**src/rtl/ox_pkg.sv**
```systemverilog
// Shared definitions for the OX endpoint TX path.
//   ox_arb_state_t     : TX stream arbiter state encoding (IDLE, XFER, DRAIN)
//   OX_AXIS_DATA_W     : default SFP TX stream data width
//   OX_AXIS_DEST_W     : default tDest width
//   OX_MAX_FRAME_BEATS : default frame length limit in beats
//   ox_idx_w()         : index width for an n-entry vector (never below 1 bit)
package ox_pkg;

  localparam int OX_AXIS_DATA_W     = 64;
  localparam int OX_AXIS_DEST_W     = 4;
  localparam int OX_MAX_FRAME_BEATS = 190;

  typedef enum logic [1:0] {
    IDLE  = 2'd0,
    XFER  = 2'd1,
    DRAIN = 2'd2
  } ox_arb_state_t;

  function automatic int ox_idx_w(input int n);
    return (n > 1) ? $clog2(n) : 1;
  endfunction

endpackage

```
**src/rtl/ox_rr_picker.sv**
```systemverilog
// Combinational rotating-priority encoder.
// Scans the request vector starting at the entry just after last_i
// (wrapping) and returns the first requesting index.
//   req_i     : request vector, one bit per requester
//   last_i    : index of the most recent grant
//   grant_o   : chosen index (equals last_i when nothing requests)
//   any_req_o : at least one request bit is set
module ox_rr_picker
  import ox_pkg::*;
#(
  parameter int N  = 2,
  parameter int IW = ox_idx_w(N)
) (
  input  logic [N-1:0]  req_i,
  input  logic [IW-1:0] last_i,
  output logic [IW-1:0] grant_o,
  output logic          any_req_o
);

  always_comb begin
    logic          found;
    logic [IW-1:0] idx;
    grant_o   = last_i;
    any_req_o = |req_i;
    found     = 1'b0;
    idx       = '0;
    // Offset 1 first so the previous owner has the lowest priority.
    for (int k = 1; k <= N; k++) begin
      idx = IW'((int'(last_i) + k) % N);
      if (!found && req_i[idx]) begin
        grant_o = idx;
        found   = 1'b1;
      end
    end
  end

endmodule

```
**src/rtl/ox_tx_stream_arbiter.sv**
```systemverilog
// Packet-granular arbiter sharing the SFP TX AXI-Stream port between
// NUM_REQ frame sources. Frames are never interleaved; the grant is held
// from the first beat until the owner's tlast is accepted. All master-side
// outputs come straight from registers.
//
// Ports:
//   sfp_axis_tx_aclk / sfp_axis_tx_areset : clock, synchronous active-high reset
//   s_axis_*   : NUM_REQ packed slave streams (requester i at slice i)
//   m_axis_*   : single registered master stream to the MAC
//   grant_id   : index of the current or most recent owner
//   busy       : a frame is in progress (XFER or DRAIN)
//   frame_err  : one-cycle pulse when an over-length frame is cut short
//
// Build option OX_TX_ARB_CTRL_PRIO_EN: requester 0 wins every arbitration
// it takes part in; requesters 1..NUM_REQ-1 rotate among themselves with
// their own last-grant pointer. Undefined: plain round-robin over all.
module ox_tx_stream_arbiter
  import ox_pkg::*;
#(
  parameter  int NUM_REQ   = 2,
  parameter  int DATA_W    = OX_AXIS_DATA_W,
  parameter  int DEST_W    = OX_AXIS_DEST_W,
  parameter  int MAX_BEATS = OX_MAX_FRAME_BEATS,
  localparam int KEEP_W    = DATA_W / 8,
  localparam int GNT_W     = $clog2(NUM_REQ),
  localparam int CNT_W     = $clog2(MAX_BEATS + 1)
) (
  input  logic                      sfp_axis_tx_aclk,
  input  logic                      sfp_axis_tx_areset,
  input  logic [NUM_REQ-1:0]        s_axis_tvalid,
  output logic [NUM_REQ-1:0]        s_axis_tready,
  input  logic [NUM_REQ*DATA_W-1:0] s_axis_tdata,
  input  logic [NUM_REQ*KEEP_W-1:0] s_axis_tkeep,
  input  logic [NUM_REQ-1:0]        s_axis_tlast,
  input  logic [NUM_REQ*DEST_W-1:0] s_axis_tDest,
  output logic                      m_axis_tvalid,
  input  logic                      m_axis_tready,
  output logic [DATA_W-1:0]         m_axis_tdata,
  output logic [KEEP_W-1:0]         m_axis_tkeep,
  output logic                      m_axis_tlast,
  output logic [DEST_W-1:0]         m_axis_tDest,
  output logic [GNT_W-1:0]          grant_id,
  output logic                      busy,
  output logic                      frame_err
);

  ox_arb_state_t     state_q, state_d;
  logic [GNT_W-1:0]  grant_q, grant_d;
  logic [CNT_W-1:0]  cnt_q, cnt_d;
  logic              m_tvalid_q, m_tvalid_d;
  logic [DATA_W-1:0] m_tdata_q, m_tdata_d;
  logic [KEEP_W-1:0] m_tkeep_q, m_tkeep_d;
  logic              m_tlast_q, m_tlast_d;
  logic [DEST_W-1:0] m_tdest_q, m_tdest_d;
  logic              frame_err_q, frame_err_d;

  // Arbitration result presented to the IDLE state.
  logic [GNT_W-1:0]  arb_gnt;
  logic              arb_any;

  // ------------------------------------------------------------------
  // Arbitration
  // ------------------------------------------------------------------
`ifdef OX_TX_ARB_CTRL_PRIO_EN
  localparam int HW = ox_idx_w(NUM_REQ - 1);

  logic [HW-1:0] hi_last_q, hi_last_d;
  logic [HW-1:0] hi_gnt;
  logic          hi_any;

  // Rotation among requesters 1..NUM_REQ-1 only; requester 0 bypasses it.
  ox_rr_picker #(
    .N  (NUM_REQ - 1),
    .IW (HW)
  ) u_hi_picker (
    .req_i     (s_axis_tvalid[NUM_REQ-1:1]),
    .last_i    (hi_last_q),
    .grant_o   (hi_gnt),
    .any_req_o (hi_any)
  );

  always_comb begin
    arb_any   = |s_axis_tvalid;
    arb_gnt   = grant_q;
    hi_last_d = hi_last_q;
    if (s_axis_tvalid[0]) begin
      arb_gnt = '0;
    end else if (hi_any) begin
      arb_gnt = GNT_W'(int'(hi_gnt) + 1);
      // Only advance the upper pointer when an upper requester is granted.
      if (state_q == IDLE) begin
        hi_last_d = hi_gnt;
      end
    end
  end

  always_ff @(posedge sfp_axis_tx_aclk) begin
    if (sfp_axis_tx_areset) begin
      // Points at the last upper requester so requester 1 goes first.
      hi_last_q <= HW'(NUM_REQ - 2);
    end else begin
      hi_last_q <= hi_last_d;
    end
  end
`else
  ox_rr_picker #(
    .N  (NUM_REQ),
    .IW (GNT_W)
  ) u_picker (
    .req_i     (s_axis_tvalid),
    .last_i    (grant_q),
    .grant_o   (arb_gnt),
    .any_req_o (arb_any)
  );
`endif

  // ------------------------------------------------------------------
  // Selected requester and handshake
  // ------------------------------------------------------------------
  logic              sel_valid;
  logic              sel_last;
  logic              sel_ready;
  logic [DATA_W-1:0] sel_data;
  logic [KEEP_W-1:0] sel_keep;
  logic [DEST_W-1:0] sel_dest;
  logic              out_free;

  assign sel_valid = s_axis_tvalid[grant_q];
  assign sel_last  = s_axis_tlast[grant_q];
  assign sel_data  = s_axis_tdata[int'(grant_q)*DATA_W +: DATA_W];
  assign sel_keep  = s_axis_tkeep[int'(grant_q)*KEEP_W +: KEEP_W];
  assign sel_dest  = s_axis_tDest[int'(grant_q)*DEST_W +: DEST_W];

  // The output register can take a beat if empty or being emptied now.
  assign out_free  = !m_tvalid_q || m_axis_tready;
  // DRAIN swallows beats unconditionally; nothing reaches the output.
  assign sel_ready = ((state_q == XFER) && out_free) || (state_q == DRAIN);

  for (genvar gi = 0; gi < NUM_REQ; gi++) begin : g_ready
    assign s_axis_tready[gi] = (grant_q == GNT_W'(gi)) && sel_ready;
  end

  // ------------------------------------------------------------------
  // Next-state logic
  // ------------------------------------------------------------------
  always_comb begin
    state_d     = state_q;
    grant_d     = grant_q;
    cnt_d       = cnt_q;
    m_tvalid_d  = m_tvalid_q;
    m_tdata_d   = m_tdata_q;
    m_tkeep_d   = m_tkeep_q;
    m_tlast_d   = m_tlast_q;
    m_tdest_d   = m_tdest_q;
    frame_err_d = 1'b0;

    if (m_tvalid_q && m_axis_tready) begin
      m_tvalid_d = 1'b0;
    end

    unique case (state_q)
      IDLE: begin
        if (arb_any) begin
          grant_d = arb_gnt;
          cnt_d   = '0;
          state_d = XFER;
        end
      end

      XFER: begin
        if (sel_valid && out_free) begin
          m_tvalid_d = 1'b1;
          m_tdata_d  = sel_data;
          m_tkeep_d  = sel_keep;
          m_tdest_d  = sel_dest;
          if (cnt_q != CNT_W'(MAX_BEATS)) begin
            cnt_d = cnt_q + 1'b1;
          end
          if (sel_last) begin
            m_tlast_d = 1'b1;
            state_d   = IDLE;
          end else if (cnt_q == CNT_W'(MAX_BEATS - 1)) begin
            // Limit reached without tlast: close the frame ourselves and
            // throw away the rest of the source's frame.
            m_tlast_d   = 1'b1;
            frame_err_d = 1'b1;
            state_d     = DRAIN;
          end else begin
            m_tlast_d = 1'b0;
          end
        end
      end

      DRAIN: begin
        if (sel_valid && sel_last) begin
          state_d = IDLE;
        end
      end

      default: state_d = IDLE;
    endcase
  end

  always_ff @(posedge sfp_axis_tx_aclk) begin
    if (sfp_axis_tx_areset) begin
      state_q     <= IDLE;
      grant_q     <= GNT_W'(NUM_REQ - 1);
      cnt_q       <= '0;
      m_tvalid_q  <= 1'b0;
      m_tdata_q   <= '0;
      m_tkeep_q   <= '0;
      m_tlast_q   <= 1'b0;
      m_tdest_q   <= '0;
      frame_err_q <= 1'b0;
    end else begin
      state_q     <= state_d;
      grant_q     <= grant_d;
      cnt_q       <= cnt_d;
      m_tvalid_q  <= m_tvalid_d;
      m_tdata_q   <= m_tdata_d;
      m_tkeep_q   <= m_tkeep_d;
      m_tlast_q   <= m_tlast_d;
      m_tdest_q   <= m_tdest_d;
      frame_err_q <= frame_err_d;
    end
  end

  assign m_axis_tvalid = m_tvalid_q;
  assign m_axis_tdata  = m_tdata_q;
  assign m_axis_tkeep  = m_tkeep_q;
  assign m_axis_tlast  = m_tlast_q;
  assign m_axis_tDest  = m_tdest_q;
  assign grant_id      = grant_q;
  assign busy          = (state_q != IDLE);
  assign frame_err     = frame_err_q;

endmodule
```
**config.mk**
```make
export PLATFORM = sky130hd
export DESIGN_NAME = ox_tx_stream_arbiter
export DESIGN_NICKNAME = d
export VERILOG_FILES = /design/src/rtl/ox_pkg.sv /design/src/rtl/ox_rr_picker.sv /design/src/rtl/ox_tx_stream_arbiter.sv
export SDC_FILE = /design/constraint.sdc
export NUM_CORES = 1
export LEC_CHECK = 0
export CAP_MARGIN = 20
export CORE_UTILIZATION = 38
export CTS_BUF_LIST = sky130_fd_sc_hd__clkbuf_4 sky130_fd_sc_hd__clkbuf_8 sky130_fd_sc_hd__clkbuf_16
export CTS_CLUSTER_DIAMETER = 100
export DETAILED_ROUTE_END_ITERATION = 12
export HOLD_SLACK_MARGIN = 0.1
export PLACE_DENSITY = 0.81
export SYNTH_ARGS = -nofsm -noshare
export SYNTH_HDL_FRONTEND = slang
export SYNTH_SLANG_ARGS = --single-unit
```
**constraint.sdc**
```tcl
create_clock -name sfp_axis_tx_aclk -period 2.65 [get_ports sfp_axis_tx_aclk]
set_clock_uncertainty 0.15 [all_clocks]
set_input_delay 0.53 -clock sfp_axis_tx_aclk [delete_from_list [all_inputs] [get_ports sfp_axis_tx_aclk]]
set_output_delay 0.53 -clock sfp_axis_tx_aclk [all_outputs]
set_load 0.03 [all_outputs]
```
==> results.ini <==
[place]
hpwl_mm=9.35
dp_cells=783
portBuffers=241
gp_congestion=0.852

[global_route]
overflow=0
grt_pass1_vias=3986
grt_pass1_wl_mm=18.9
antenna_found_initial=0
track_usage=0.210
grt_max_degree=86

[logic_synthesis]
yosysTopAreaCell=dfxtp_1
synth_top_family_by_area=multiplexers
synthArstFlopShare=0
ys_seq_elements=90
synth-compound-area-share=0.176
synthCells=435
synth_fp_nets=597
synth.area.mux_share=0.191
ys.flop_type=dfxtp_1
netlist.area_leader.share=0.435
syn_avg_cell_area_um2=9.52
synth_cell_types=41
ys_top_cells_by_area=dfxtp_1 44%, mux2i_1 19%, a211oi_1 15%
yosys_warnings=0
synth-edff-count=0
netlist_area_um2=4140
yosysSeqAreaShare=0.435
synthAdderAreaFrac=0.00906
synth_xor_area_frac=0
yosys.area_share.simple=0.139

[sta]
hold_viol=0
worstMarginPinSlew_ns=0.672
drv_slew=0
slew_headroom=0.552
period_minus_slack_ns=2.38
final.setup.tns_ns=0
period_share=0.899
rsz0062_at_grt=false
setup_viol=0
fmax_ghz=0.420

[finish]
layout-drive-gt1-share=0.0513
final_cell_count_no_fill=799
antenna_cells=0
final_common_cell=clkdlybuf4s50_1
areaGrowthSynthToFinish_pct=64.7
final_nets=820
fill_cells=852
layout_common_cells=238 x clkdlybuf4s50_1, 89 x dfxtp_1, 87 x nor2_1, 80 x a211oi_1, 78 x mux2i_1

[setup_path]
cp.arrival_ns=1.70
criticalPathCategory=in -> out
end_kind=output port
required_ns=1.97
critPathLaunchType=input pin
worstPathMaxFanout=5

[detailed_routing]
drtAntennaViolNets=0
wl_per_cell_um=15.2
wirelength_mm=12.2
vias_per_cell=5.19
drcViolationCount=0
first_iter_violations=241
dr.pass1.iters=4
vias=4146

[floorplan]
io_pins=242
dieArea_um2=11300
start_util=0.396
core.rowCount=37
die_w_um=106
core-area_um2=10500
die_y_um=106

[cts]
h-tree-depth=3
root_buffer=clkbuf_8
cts_max_path_buffers=2
cts_tree=yes
clock_latency_ns=0.34
post_cts_buffers=0
cts-resized-gates=0
cts_num_sinks=90
cts_buffers=9
hold_buffers=0
clkTransAtPathRegs_ns=0.09

[worst_hold_path]
hold_class=reg -> reg

[power]
powerDensity_nw_per_um2=534
ir_drop_mv=0.250
p_leak_nw=2.77

[run_status]
status=complete, no violations

[run]
drv_cap=0

-- cells by family (layout without fill, tap and decap cells) --
kind of cell / count (synthesis) / in the layout
flip-flops: 90 / 90
AO/OA/AOI/OAI: 97 / 97
multiplexers: 79 / 79
buffers and inverters: 42 / 270
AND/OR/NAND/NOR: 124 / 124
adder cells (fa/ha/maj): 3 / 3
-- area by class of cell --
class                   instances  area (um^2)  share of cell area
repair buffers                249         2490               0.365
clock buffers                  13          178              0.0261
well taps                     136          170              0.0249
flip-flops and latches         90         1810               0.265
clock inverters                 3         21.3             0.00312
inverters                       5         18.8             0.00275
multi-input cells             303         2140               0.314
-- worst paths after layout --
check	to	depth (start not counted)	slack, ns	start
worst max-delay path	s_axis_tready[0]	7	0.27	m_axis_tready
worst min-delay path	m_axis_tkeep[0]	2	0.35	m_axis_tkeep[0]
worst max register to register	m_axis_tDest[0]	5	0.54	state_q[0]
worst min register to register	m_axis_tkeep[0]	2	0.35	m_axis_tkeep[0]
-- state kept, by name (all words and copies together), names as in the netlist --
| signal | count |
|---|---|
| state_q | 2 |
| frame_err | 1 |
| m_axis_tvalid | 1 |
| m_axis_tdata | 64 |
| cnt_q | 8 |
| m_axis_tlast | 1 |
| m_axis_tkeep | 8 |
| grant_id | 1 |
| m_axis_tDest | 4 |
-- critical path, stage by stage --
cell and delay (ns):
clkdlybuf4s50_1 0.40, nor2b_1 0.12, buf_4 0.16, nor2_1 0.04, nor2_1 0.17, nor2_1 0.08, buf_4 0.20
-- Yosys cell counts, drive strengths merged (3+ instances only) --
master,count
buf,23
nor2,87
clkbuf,13
nand3,4
inv,5
ha,3
a32oi,3
a211oi,80
dfxtp,90
nand2b,3
o21ai,4
nor3,5
nor2b,5
mux2i,78
-- stage by stage --
stage / utilization / hold WS [ns] / setup slack [ns] / total power, mW / cell area [um^2]
3_5_place_dp: 0.633 / 0.340 / 0.198 / 2.77 / 6620
2_1_floorplan: - / 0.337 / 0.299 / 2.20 / 4140
3_3_place_gp: 0.633 / 0.335 / 0.255 / 2.73 / 6620
4_1_cts: 0.652 / 0.352 / 0.251 / 3.69 / 6820
6_report: 0.652 / 0.348 / 0.267 / 3.65 / 6820
5_1_grt: 0.652 / 0.375 / 0.133 / 3.83 / 6820
-- power breakdown --
group | internal [mW] | leakage, nW | switching (mW)
Sequential | 1.47 | 0.739 | 0.0641
Combinational | 0.588 | 1.93 | 0.603
Clock | 0.446 | 0.102 | 0.474
Total | 2.50 | 2.77 | 1.14
-- per-layer routing --
layer  global-route usage  part of all wire
met3               0.0619             0.097
met4               0.0863             0.021
met1                0.224              0.38
met2                0.385              0.50
met5                    0                 0
Power figures use the tool's default switching activity.
